==> src/rtl/fft_pkg.sv <==
// fft_pkg: default Q widths and the derived datapath constants shared by the
// butterfly and its complex multiplier. The widths are functions of the Q
// parameters, so a non-default instance derives its own sizes.
package fft_pkg;

  localparam int Q_IN_DEF   = 15;
  localparam int Q_DATA_DEF = 15;
  localparam int Q_OUT_DEF  = 15;
  localparam int N_DEF      = 8;

  // Full-width product of a sample and a twiddle.
  function automatic int prod_w(input int q_in, input int q_data);
    return q_in + q_data + 2;
  endfunction

  // Sum or difference of two full-width products.
  function automatic int sum_w(input int q_in, input int q_data);
    return q_in + q_data + 3;
  endfunction

  // Rounded product w*b, one bit wider than a sample.
  function automatic int p_w(input int q_in);
    return q_in + 2;
  endfunction

  // a +/- p before reduction to the output width.
  function automatic int s3_w(input int q_in);
    return q_in + 3;
  endfunction

  // Half an LSB of the rounded product, added before the right shift.
  function automatic longint rnd_const(input int q_data);
    return longint'(1) << (q_data - 1);
  endfunction

  // Saturation bounds of the output word.
  function automatic longint sat_max(input int q_out);
    return (longint'(1) << q_out) - 1;
  endfunction

  function automatic longint sat_min(input int q_out);
    return -(longint'(1) << q_out);
  endfunction

  // Pair counter width for an N-point frame.
  function automatic int cnt_w(input int n);
    return $clog2(n / 2);
  endfunction

endpackage

==> src/rtl/fft_cmul.sv <==
// fft_cmul: two-stage pipelined complex multiplier p = w*b with rounding.
// Stage 1 registers the four partial products at full width; stage 2 forms
// the real/imag sums, adds half an LSB and shifts down by Q_DATA.
module fft_cmul
  import fft_pkg::*;
#(
  parameter int Q_IN   = Q_IN_DEF,
  parameter int Q_DATA = Q_DATA_DEF
) (
  input  logic                 clk,
  input  logic                 reset,
  input  logic                 valid_i,
  input  logic signed [Q_IN:0]   b_re_i,
  input  logic signed [Q_IN:0]   b_im_i,
  input  logic signed [Q_DATA:0] w_re_i,
  input  logic signed [Q_DATA:0] w_im_i,
  output logic                 valid_o,
  output logic signed [Q_IN+1:0] p_re_o,
  output logic signed [Q_IN+1:0] p_im_o
);

  localparam int PROD_W = prod_w(Q_IN, Q_DATA);
  localparam int SUM_W  = sum_w(Q_IN, Q_DATA);
  localparam int P_W    = p_w(Q_IN);
  localparam logic signed [SUM_W-1:0] RND = SUM_W'(rnd_const(Q_DATA));

  logic                     v1_q, v2_q;
  logic signed [PROD_W-1:0] rr_q, ii_q, ri_q, ir_q;
  logic signed [SUM_W-1:0]  pr_sum, pi_sum;
  logic signed [P_W-1:0]    p_re_d, p_im_d, p_re_q, p_im_q;

  // Valid bits are the only multiplier state that must clear on reset.
  always_ff @(posedge clk or posedge reset) begin
    if (reset) begin
      v1_q <= 1'b0;
      v2_q <= 1'b0;
    end else begin
      v1_q <= valid_i;
      v2_q <= v1_q;
    end
  end

  // Stage 1: capture the four partial products of an accepted operand.
  always_ff @(posedge clk) begin
    if (valid_i) begin
      rr_q <= PROD_W'(b_re_i) * PROD_W'(w_re_i);
      ii_q <= PROD_W'(b_im_i) * PROD_W'(w_im_i);
      ri_q <= PROD_W'(b_re_i) * PROD_W'(w_im_i);
      ir_q <= PROD_W'(b_im_i) * PROD_W'(w_re_i);
    end
  end

  // Stage 2 combinational: complex sums, round half up, keep Q_IN+2 bits.
  always_comb begin
    pr_sum = {rr_q[PROD_W-1], rr_q} - {ii_q[PROD_W-1], ii_q};
    pi_sum = {ri_q[PROD_W-1], ri_q} + {ir_q[PROD_W-1], ir_q};
    p_re_d = P_W'((pr_sum + RND) >>> Q_DATA);
    p_im_d = P_W'((pi_sum + RND) >>> Q_DATA);
  end

  // Stage 2 register: rounded product, loaded only for a live butterfly.
  always_ff @(posedge clk) begin
    if (v1_q) begin
      p_re_q <= p_re_d;
      p_im_q <= p_im_d;
    end
  end

  assign valid_o = v2_q;
  assign p_re_o  = p_re_q;
  assign p_im_o  = p_im_q;

endmodule

==> src/rtl/fft_butterfly.sv <==
// fft_butterfly: radix-2 DIT butterfly X0 = a + w*b, X1 = a - w*b, three
// pipeline stages, one butterfly per cycle, no backpressure.
// Valid/ready: there is no ready; valid_in qualifies all inputs for the one
// cycle it is high, and valid_out qualifies the outputs for exactly one cycle
// three edges later. Outputs hold their last value while valid_out is low.
// Build option: define FFT_BFLY_SAT_EN to saturate the final sums; otherwise
// they wrap to the output width.
module fft_butterfly
  import fft_pkg::*;
#(
  parameter int Q_IN   = Q_IN_DEF,
  parameter int Q_DATA = Q_DATA_DEF,
  parameter int Q_OUT  = Q_OUT_DEF,
  parameter int N      = N_DEF
) (
  input  logic                   clk,
  input  logic                   reset,
  input  logic                   valid_in,
  input  logic signed [Q_IN:0]   data_in_real_0,
  input  logic signed [Q_IN:0]   data_in_imag_0,
  input  logic signed [Q_IN:0]   data_in_real_1,
  input  logic signed [Q_IN:0]   data_in_imag_1,
  input  logic signed [Q_DATA:0] coeff_in_real,
  input  logic signed [Q_DATA:0] coeff_in_imag,
  output logic                   valid_out,
  output logic signed [Q_OUT:0]  data_out_real_0,
  output logic signed [Q_OUT:0]  data_out_imag_0,
  output logic signed [Q_OUT:0]  data_out_real_1,
  output logic signed [Q_OUT:0]  data_out_imag_1,
  output logic                   frame_done
);

  localparam int P_W   = p_w(Q_IN);
  localparam int S3_W  = s3_w(Q_IN);
  localparam int OW    = Q_OUT + 1;
  localparam int CNT_W = cnt_w(N);
  localparam logic [CNT_W-1:0] LAST_PAIR = CNT_W'(N / 2 - 1);

`ifdef FFT_BFLY_SAT_EN
  localparam logic signed [S3_W-1:0] SAT_HI = S3_W'(sat_max(Q_OUT));
  localparam logic signed [S3_W-1:0] SAT_LO = S3_W'(sat_min(Q_OUT));

  // Clamp a stage-3 sum to the representable output range.
  function automatic logic signed [OW-1:0] sat_s3(input logic signed [S3_W-1:0] s);
    if (s > SAT_HI) return OW'(SAT_HI);
    if (s < SAT_LO) return OW'(SAT_LO);
    return OW'(s);
  endfunction
`endif

  logic signed [Q_IN:0]  a_re_s1_q, a_im_s1_q, a_re_s2_q, a_im_s2_q;
  logic                  cm_valid;
  logic signed [P_W-1:0] p_re, p_im;

  logic                  valid_out_q, frame_done_q, frame_done_d;
  logic [CNT_W-1:0]      cnt_q, cnt_d;
  logic signed [OW-1:0]  x0_re_q, x0_im_q, x1_re_q, x1_im_q;
  logic signed [OW-1:0]  x0_re_d, x0_im_d, x1_re_d, x1_im_d;

  fft_cmul #(
    .Q_IN   (Q_IN),
    .Q_DATA (Q_DATA)
  ) u_cmul (
    .clk     (clk),
    .reset   (reset),
    .valid_i (valid_in),
    .b_re_i  (data_in_real_1),
    .b_im_i  (data_in_imag_1),
    .w_re_i  (coeff_in_real),
    .w_im_i  (coeff_in_imag),
    .valid_o (cm_valid),
    .p_re_o  (p_re),
    .p_im_o  (p_im)
  );

  // Delay operand a by two cycles so it meets w*b at stage 3.
  always_ff @(posedge clk) begin
    a_re_s1_q <= data_in_real_0;
    a_im_s1_q <= data_in_imag_0;
    a_re_s2_q <= a_re_s1_q;
    a_im_s2_q <= a_im_s1_q;
  end

  // Stage 3 combinational: a +/- p, reduced to the output width; pair count.
  always_comb begin
`ifdef FFT_BFLY_SAT_EN
    x0_re_d = sat_s3(S3_W'(a_re_s2_q) + S3_W'(p_re));
    x0_im_d = sat_s3(S3_W'(a_im_s2_q) + S3_W'(p_im));
    x1_re_d = sat_s3(S3_W'(a_re_s2_q) - S3_W'(p_re));
    x1_im_d = sat_s3(S3_W'(a_im_s2_q) - S3_W'(p_im));
`else
    x0_re_d = OW'(S3_W'(a_re_s2_q) + S3_W'(p_re));
    x0_im_d = OW'(S3_W'(a_im_s2_q) + S3_W'(p_im));
    x1_re_d = OW'(S3_W'(a_re_s2_q) - S3_W'(p_re));
    x1_im_d = OW'(S3_W'(a_im_s2_q) - S3_W'(p_im));
`endif
    cnt_d        = cnt_q;
    frame_done_d = 1'b0;
    if (cm_valid) begin
      frame_done_d = (cnt_q == LAST_PAIR);
      cnt_d        = (cnt_q == LAST_PAIR) ? '0 : cnt_q + CNT_W'(1);
    end
  end

  // Stage 3 register: outputs update only for a live butterfly and hold otherwise.
  always_ff @(posedge clk or posedge reset) begin
    if (reset) begin
      valid_out_q  <= 1'b0;
      frame_done_q <= 1'b0;
      cnt_q        <= '0;
      x0_re_q      <= '0;
      x0_im_q      <= '0;
      x1_re_q      <= '0;
      x1_im_q      <= '0;
    end else begin
      valid_out_q  <= cm_valid;
      frame_done_q <= frame_done_d;
      cnt_q        <= cnt_d;
      if (cm_valid) begin
        x0_re_q <= x0_re_d;
        x0_im_q <= x0_im_d;
        x1_re_q <= x1_re_d;
        x1_im_q <= x1_im_d;
      end
    end
  end

  assign valid_out       = valid_out_q;
  assign frame_done      = frame_done_q;
  assign data_out_real_0 = x0_re_q;
  assign data_out_imag_0 = x0_im_q;
  assign data_out_real_1 = x1_re_q;
  assign data_out_imag_1 = x1_im_q;

endmodule
==> config.mk <==
export PLATFORM = sky130hd
export DESIGN_NAME = fft_butterfly
export DESIGN_NICKNAME = d
export VERILOG_FILES = /design/src/rtl/fft_pkg.sv /design/src/rtl/fft_cmul.sv /design/src/rtl/fft_butterfly.sv
export SDC_FILE = /design/constraint.sdc
export NUM_CORES = 2
export LEC_CHECK = 0
export CAP_MARGIN = 20
export CORE_ASPECT_RATIO = 1.4
export CORE_MARGIN = 1
export CORE_UTILIZATION = 45
export DETAILED_ROUTE_END_ITERATION = 16
export PLACE_DENSITY = 0.65
export SYNTH_ARGS = -nofsm -noshare
export SYNTH_HDL_FRONTEND = slang
export SYNTH_SLANG_ARGS = --single-unit
==> constraint.sdc <==
create_clock -name clk -period 4.7 [get_ports clk]
set_input_delay 0.94 -clock clk [delete_from_list [all_inputs] [get_ports clk]]
set_output_delay 0.94 -clock clk [all_outputs]
set_load 0.02 [all_outputs]
; Yosys cells after proc, flatten, opt, wreduce, memory -nomap -nowiden
; Index checks and enable logic that the tools add are counted.
[op_classes]
n_reduce_logical = 0
bitwise = 0
order_cmp = 0
muxes = 2
n_mul = 4
shift = 0
div_mod_pow = 0
n_addsub = 9
eq_ne = 1
[ops]
columns = op, n
row1 = $mul 16x16->31, 4
row2 = $add 31x16->31 const B, 2
row3 = $add 16x16->16, 2
row4 = $sub 16x16->16, 2
row5 = $add 31x31->31, 1
row6 = $sub 31x31->31, 1
row7 = $add 2x1->2 const B, 1
row8 = $eq 2x2->1 const B, 1
row9 = $mux 2, 1
row10 = $mux 1, 1
[word_totals]
rom_bits = 0
wordCells = 35
latch_bits = 0
n_memories = 0
mem_bits_rw = 0
inputBits = 99
out_inout_bits = 66
reg_bits = 290

; Logic depth before layout (Yosys ltp)
[logic_depth]
depth_word = 2
depth_mapped = 25
mapped_depth_nobuf = 23

; Cells and area by module
; From an unflattened synthesis, not the netlist that was laid out.
[hier_totals]
hier_cells = 5502
hier_area_um2 = 53537.6
[by_module_without_submodules]
columns = module, cells_per_inst, seq_area_each_um2, area_per_inst_um2, n_inst
row1 = fft_cmul, 4833, 4914.7, 46862.4, 1
row2 = fft_butterfly, 669, 2932.8, 6675.2, 1

; Worst setup path after synthesis
; OpenSTA, ideal clock, no wires.
[synth_timing]
path_kind = input to register
startpoint = input data_in_imag_1[15]
endpoint = register u_cmul.ir_q[30] (data pin)
path_stages = 19
slack_ns = -2.141
arrival_ns = 6.576
required_time_ns = 4.436
path_buffers = 2
setup_ns = 0.264
path_cell_list = clkbuf_1 > clkbuf_1 > nand2_1 > inv_1 > fa_1 > inv_1 > fa_1 > inv_1 > fa_1 > fa_1 > fa_1 > fa_1 > ha_1 > a21o_1 > a21o_1 > or4_1 > a31o_1 > o41ai_2 > xnor2_1
[synth_between]
elab_chain_len = 1
[synth_lines]
columns = item, line_no
row1 = start: declaration, fft_butterfly.sv:22  ; input logic signed [Q_IN:0] data_in_imag_1,
row2 = $mul 16x16->31, fft_cmul.sv:49  ; ir_q <= PROD_W'(b_im_i) * PROD_W'(w_re_i);
row3 = end signal: assignment, fft_cmul.sv:49
row4 = end: declaration, fft_cmul.sv:28  ; logic signed [PROD_W-1:0] rr_q, ii_q, ri_q, ir_q;
; No other way between the ends.
; A chain may end at the register's enable or synchronous reset.

; Final worst setup path
[layout_timing]
startpoint = input data_in_real_1[6]
endpoint = register u_cmul.rr_q[27] (data pin)
[layout_between]
elab_chain_len = 1
[layout_lines]
columns = item, line_no
row1 = start: declaration, fft_butterfly.sv:21  ; input logic signed [Q_IN:0] data_in_real_1,
row2 = $mul 16x16->31, fft_cmul.sv:46  ; rr_q <= PROD_W'(b_re_i) * PROD_W'(w_re_i);
row3 = end signal: assignment, fft_cmul.sv:46
row4 = end: declaration, fft_cmul.sv:28
; No other way between the ends.

==> impl_metrics.tcl <==
set metrics [dict create \
    status "finished, violations left" \
    failed_checks "setup timing" \
    cts_tree "done" \
    ys_seq_area_share_pct 14.66 \
    finalNetCount 7994 \
    clk_pin_slew_ns 0.07 \
    multiInputGateArea_sq_um 41930 \
    dp_cells 7499 \
    clockRootBuffer "clkbuf_16" \
    routabilityCongestion 0.9392 \
    final_cell_mix "1118 x inv_1, 939 x fa_1, 650 x buf_4" \
    criticalPathCategory "input port to register" \
    clkLatencyLatePin_ns 0.62 \
    reg2reg_depth 12 \
    syn_area_sq_um 52320 \
    grt_first_pass_wirelength_microns 253700 \
    synth.avg_cell_area_sq_um 9.661 \
    setup_slack_ns -1.520 \
    drive_gt1_share_pct 27.74 \
    slowest_stage "fa_1" \
    synth_edf_count 156 \
    clock_path_buffers 3 \
    crit_chain "buf_12 -> buf_12 -> buf_12 -> buf_8 -> and2_4 -> fa_1 -> inv_2 -> fa_2 -> fa_1 -> fa_1 -> inv_2 -> fa_1 -> fa_1 -> ha_4 -> buf_6 -> a21oi_4 -> o21ai_4 -> a22oi_2 -> a211oi_4 -> o311ai_4 -> nand2_1 -> a21o_1 -> a21oi_2 -> xnor2_1" \
    io_buffers 164 \
    drtIter0Drc 2274 \
    die_area_sq_um 117600 \
    setup.worst_path.end_class "register" \
    cts_sinks 288 \
    worstPathArrival_ns 6.59 \
    max_stage_delay_ns 0.55 \
    area.growth.synth_to_final_pct 32.68 \
    worst-path-stages 24 \
    die_x_microns 290.2 \
    die_y_microns 405.4 \
    route.detailed.drc 0 \
    timing_hold_violations_final 0 \
    postCtsHoldBufs 0 \
    gr-total-overflow 0 \
    pin_count 165 \
    maxSlewViolCount 0 \
    syn-num-nets 7037 \
    fin_cells 7892 \
    hold_depth 0 \
    period_minus_slack_ns 6.220 \
    ant_nets 0 \
    async_reset_ff_share_pct 23.61 \
    fmax_mhz 160.8 \
    synthCells 5415 \
    wl_microns 163800 \
    grt_max_degree 86 \
    crit_top_cell "fa_1" \
    coreArea_sq_um 115000 \
    numCtsBuffers 30 \
    worstMarginPinSlew_ns 0.8798 \
    synth_ff_type "edfxtp_1" \
    whs_ns 0.3250 \
    yosys_register_bits 288 \
    min_period_over_period_pct 132.3 \
    vias 41380 \
    wl_per_cell_microns 20.76 \
    skew_ns 0.01522 \
    ys_types 89 \
    viasPerCell 5.243 \
    antenna_found_initial 11 \
    grt_pass1_vias 46082 \
    htreeDepth 1 \
    fillCellCount 9315 \
    cp_max_fo 5 \
    place_ws_ns -2.573 \
    rows 147 \
    drv_cap 0 \
    relSlewSlack_pct 41.34 \
    drt_pass1_iterations 8 \
    hold_path_class "register to register" \
    worstPathRequired_ns 5.07 \
    path_buf_inv 7 \
    track_usage_pct 28.39 \
    start_util_pct 45.51 \
    setup_viol 90 \
    grt_setup_unrepaired "true" \
    cp_top_family "adder cells" \
    register_area_sq_um 7669 \
    final_common_cell "inv_1" \
    ys.warnings.count 0 \
    dp_hpwl_microns 125000 \
    cp-start-kind "input port" \
]
==> routing by layer <==
layer,vias up,GRT usage [%],share of wire [%]
met1,20873,31.05,35
met4,12,20.33,8.8
met5,-,0,0.051
met3,646,4.548,6.6
li1,18322,-,-
met2,1527,50.15,49
==> synth_stat cells (6+ instances only) <==
master	number	area, sq um
a211o_1	8	70.07
a211oi_1	14	105.1
a21o_1	56	420.4
a21oi_1	146	730.7
a31oi_1	11	68.82
and2_1	480	3003
and3_1	11	68.82
buf_1	8	30.03
clkbuf_1	214	803.3
dfrtp_1	68	1702
dfxtp_1	64	1281
edfxtp_1	156	4684
fa_1	1028	20580
ha_1	495	6193
inv_1	1230	4617
mux2_2	20	225.2
nand2_1	575	2158
nand2b_1	38	237.7
nand3_1	39	195.2
nand4_1	11	68.82
nor2_1	187	701.9
nor2b_1	21	131.4
nor3_1	44	220.2
o211ai_1	11	82.58
o21a_1	23	172.7
o21ai_0	69	345.3
o21ai_1	10	50.05
o21bai_1	22	165.2
o31ai_1	14	105.1
or3_1	9	56.30
or4_1	6	45.04
xnor2_1	166	1454
xor2_1	43	376.6
==> cell type report <==
class / count / share of cell area (%)
Tap cell: 1490 / 2.686
Timing Repair Buffer: 1149 / 17.65
Antenna cell: 6 / 0.02163
Clock buffer: 38 / 1.276
Inverter: 1231 / 6.686
Clock inverter: 18 / 0.2199
Sequential cell: 288 / 11.05
Multi-Input combinational cell: 3672 / 60.41
==> worst paths after layout <==
path	from	to	slack (ns)
min in group asynchronous	reset	data_out_imag_1[5]$_DFFE_PP0P_	0.81
max	data_in_real_1[6]	u_cmul.rr_q[27]$_DFFE_PP_	-1.52
min	a_re_s1_q[9]$_DFF_P_	a_re_s2_q[9]$_DFF_P_	0.33
min reg2reg	a_re_s1_q[9]$_DFF_P_	a_re_s2_q[9]$_DFF_P_	0.33
max in group asynchronous	reset	data_out_real_0[1]$_DFFE_PP0P_	3.02
max reg2reg	u_cmul.ii_q[9]$_DFFE_PP_	u_cmul.p_re_o[14]$_DFFE_PP_	0.98
==> sequential cells by signal, summed over array words and instances (netlist names) <==
register	flops
frame_done	1
u_cmul.ri_q	31
u_cmul.ii_q	31
u_cmul.valid_o	1
data_out_imag_1	16
valid_out	1
a_re_s1_q	16
u_cmul.p_im_o	16
u_cmul.v1_q	1
u_cmul.ir_q	31
u_cmul.rr_q	31
a_im_s2_q	16
u_cmul.p_re_o	16
a_im_s1_q	16
data_out_real_0	16
cnt_q	2
a_re_s2_q	16
data_out_imag_0	15
data_out_real_1	15
==> metrics by stage <==
stage / util (%) / cell area (sq um) / TNS [ns]
floorplan: - / 54200 / -88.34
global placement: 54.00 / 62070 / -187.57
detailed placement: 54.00 / 62070 / -192.98
CTS: 59.31 / 68170 / -88.51
global route: 60.37 / 69400 / -105.50
finish: 60.38 / 69410 / -94.78
==> worst reg2reg max path, stage by stage, from the launching register on <==
cell	delay, ns
edfxtp_1	0.42
inv_1	0.09
ha_1	0.23
ha_1	0.30
nand4_1	0.18
nor3_1	0.22
nand3_1	0.17
a211oi_1	0.69
o221a_4	0.35
a211o_1	0.24
o311a_1	0.24
o21ai_1	0.08
a221oi_1	0.32
==> logic make-up (layout without fill, tap and decap cells) <==
family	after synthesis	count (layout)	synth area share (%)
compound gates	474	474	6.230
xor+xnor	209	209	3.499
fa+ha+maj	1523	1523	51.18
buf+inv	1455	2436	10.45
flops	288	288	14.66
mux	21	21	0.4496
other cells	0	6	0
simple gates	1445	1445	13.54
==> what timing repair did <==
action | in CTS | in global routing
pin swaps | 357 | 288
endpoints found under the setup margin | 96 | 93
setup buffers | 253 | 87
gates resized for setup | 869 | 259
cloned | 31 | 2
Power is left out: the tool's default activity adds up to more than one toggle a clock period on the data nets, which glitch-free logic cannot reach.
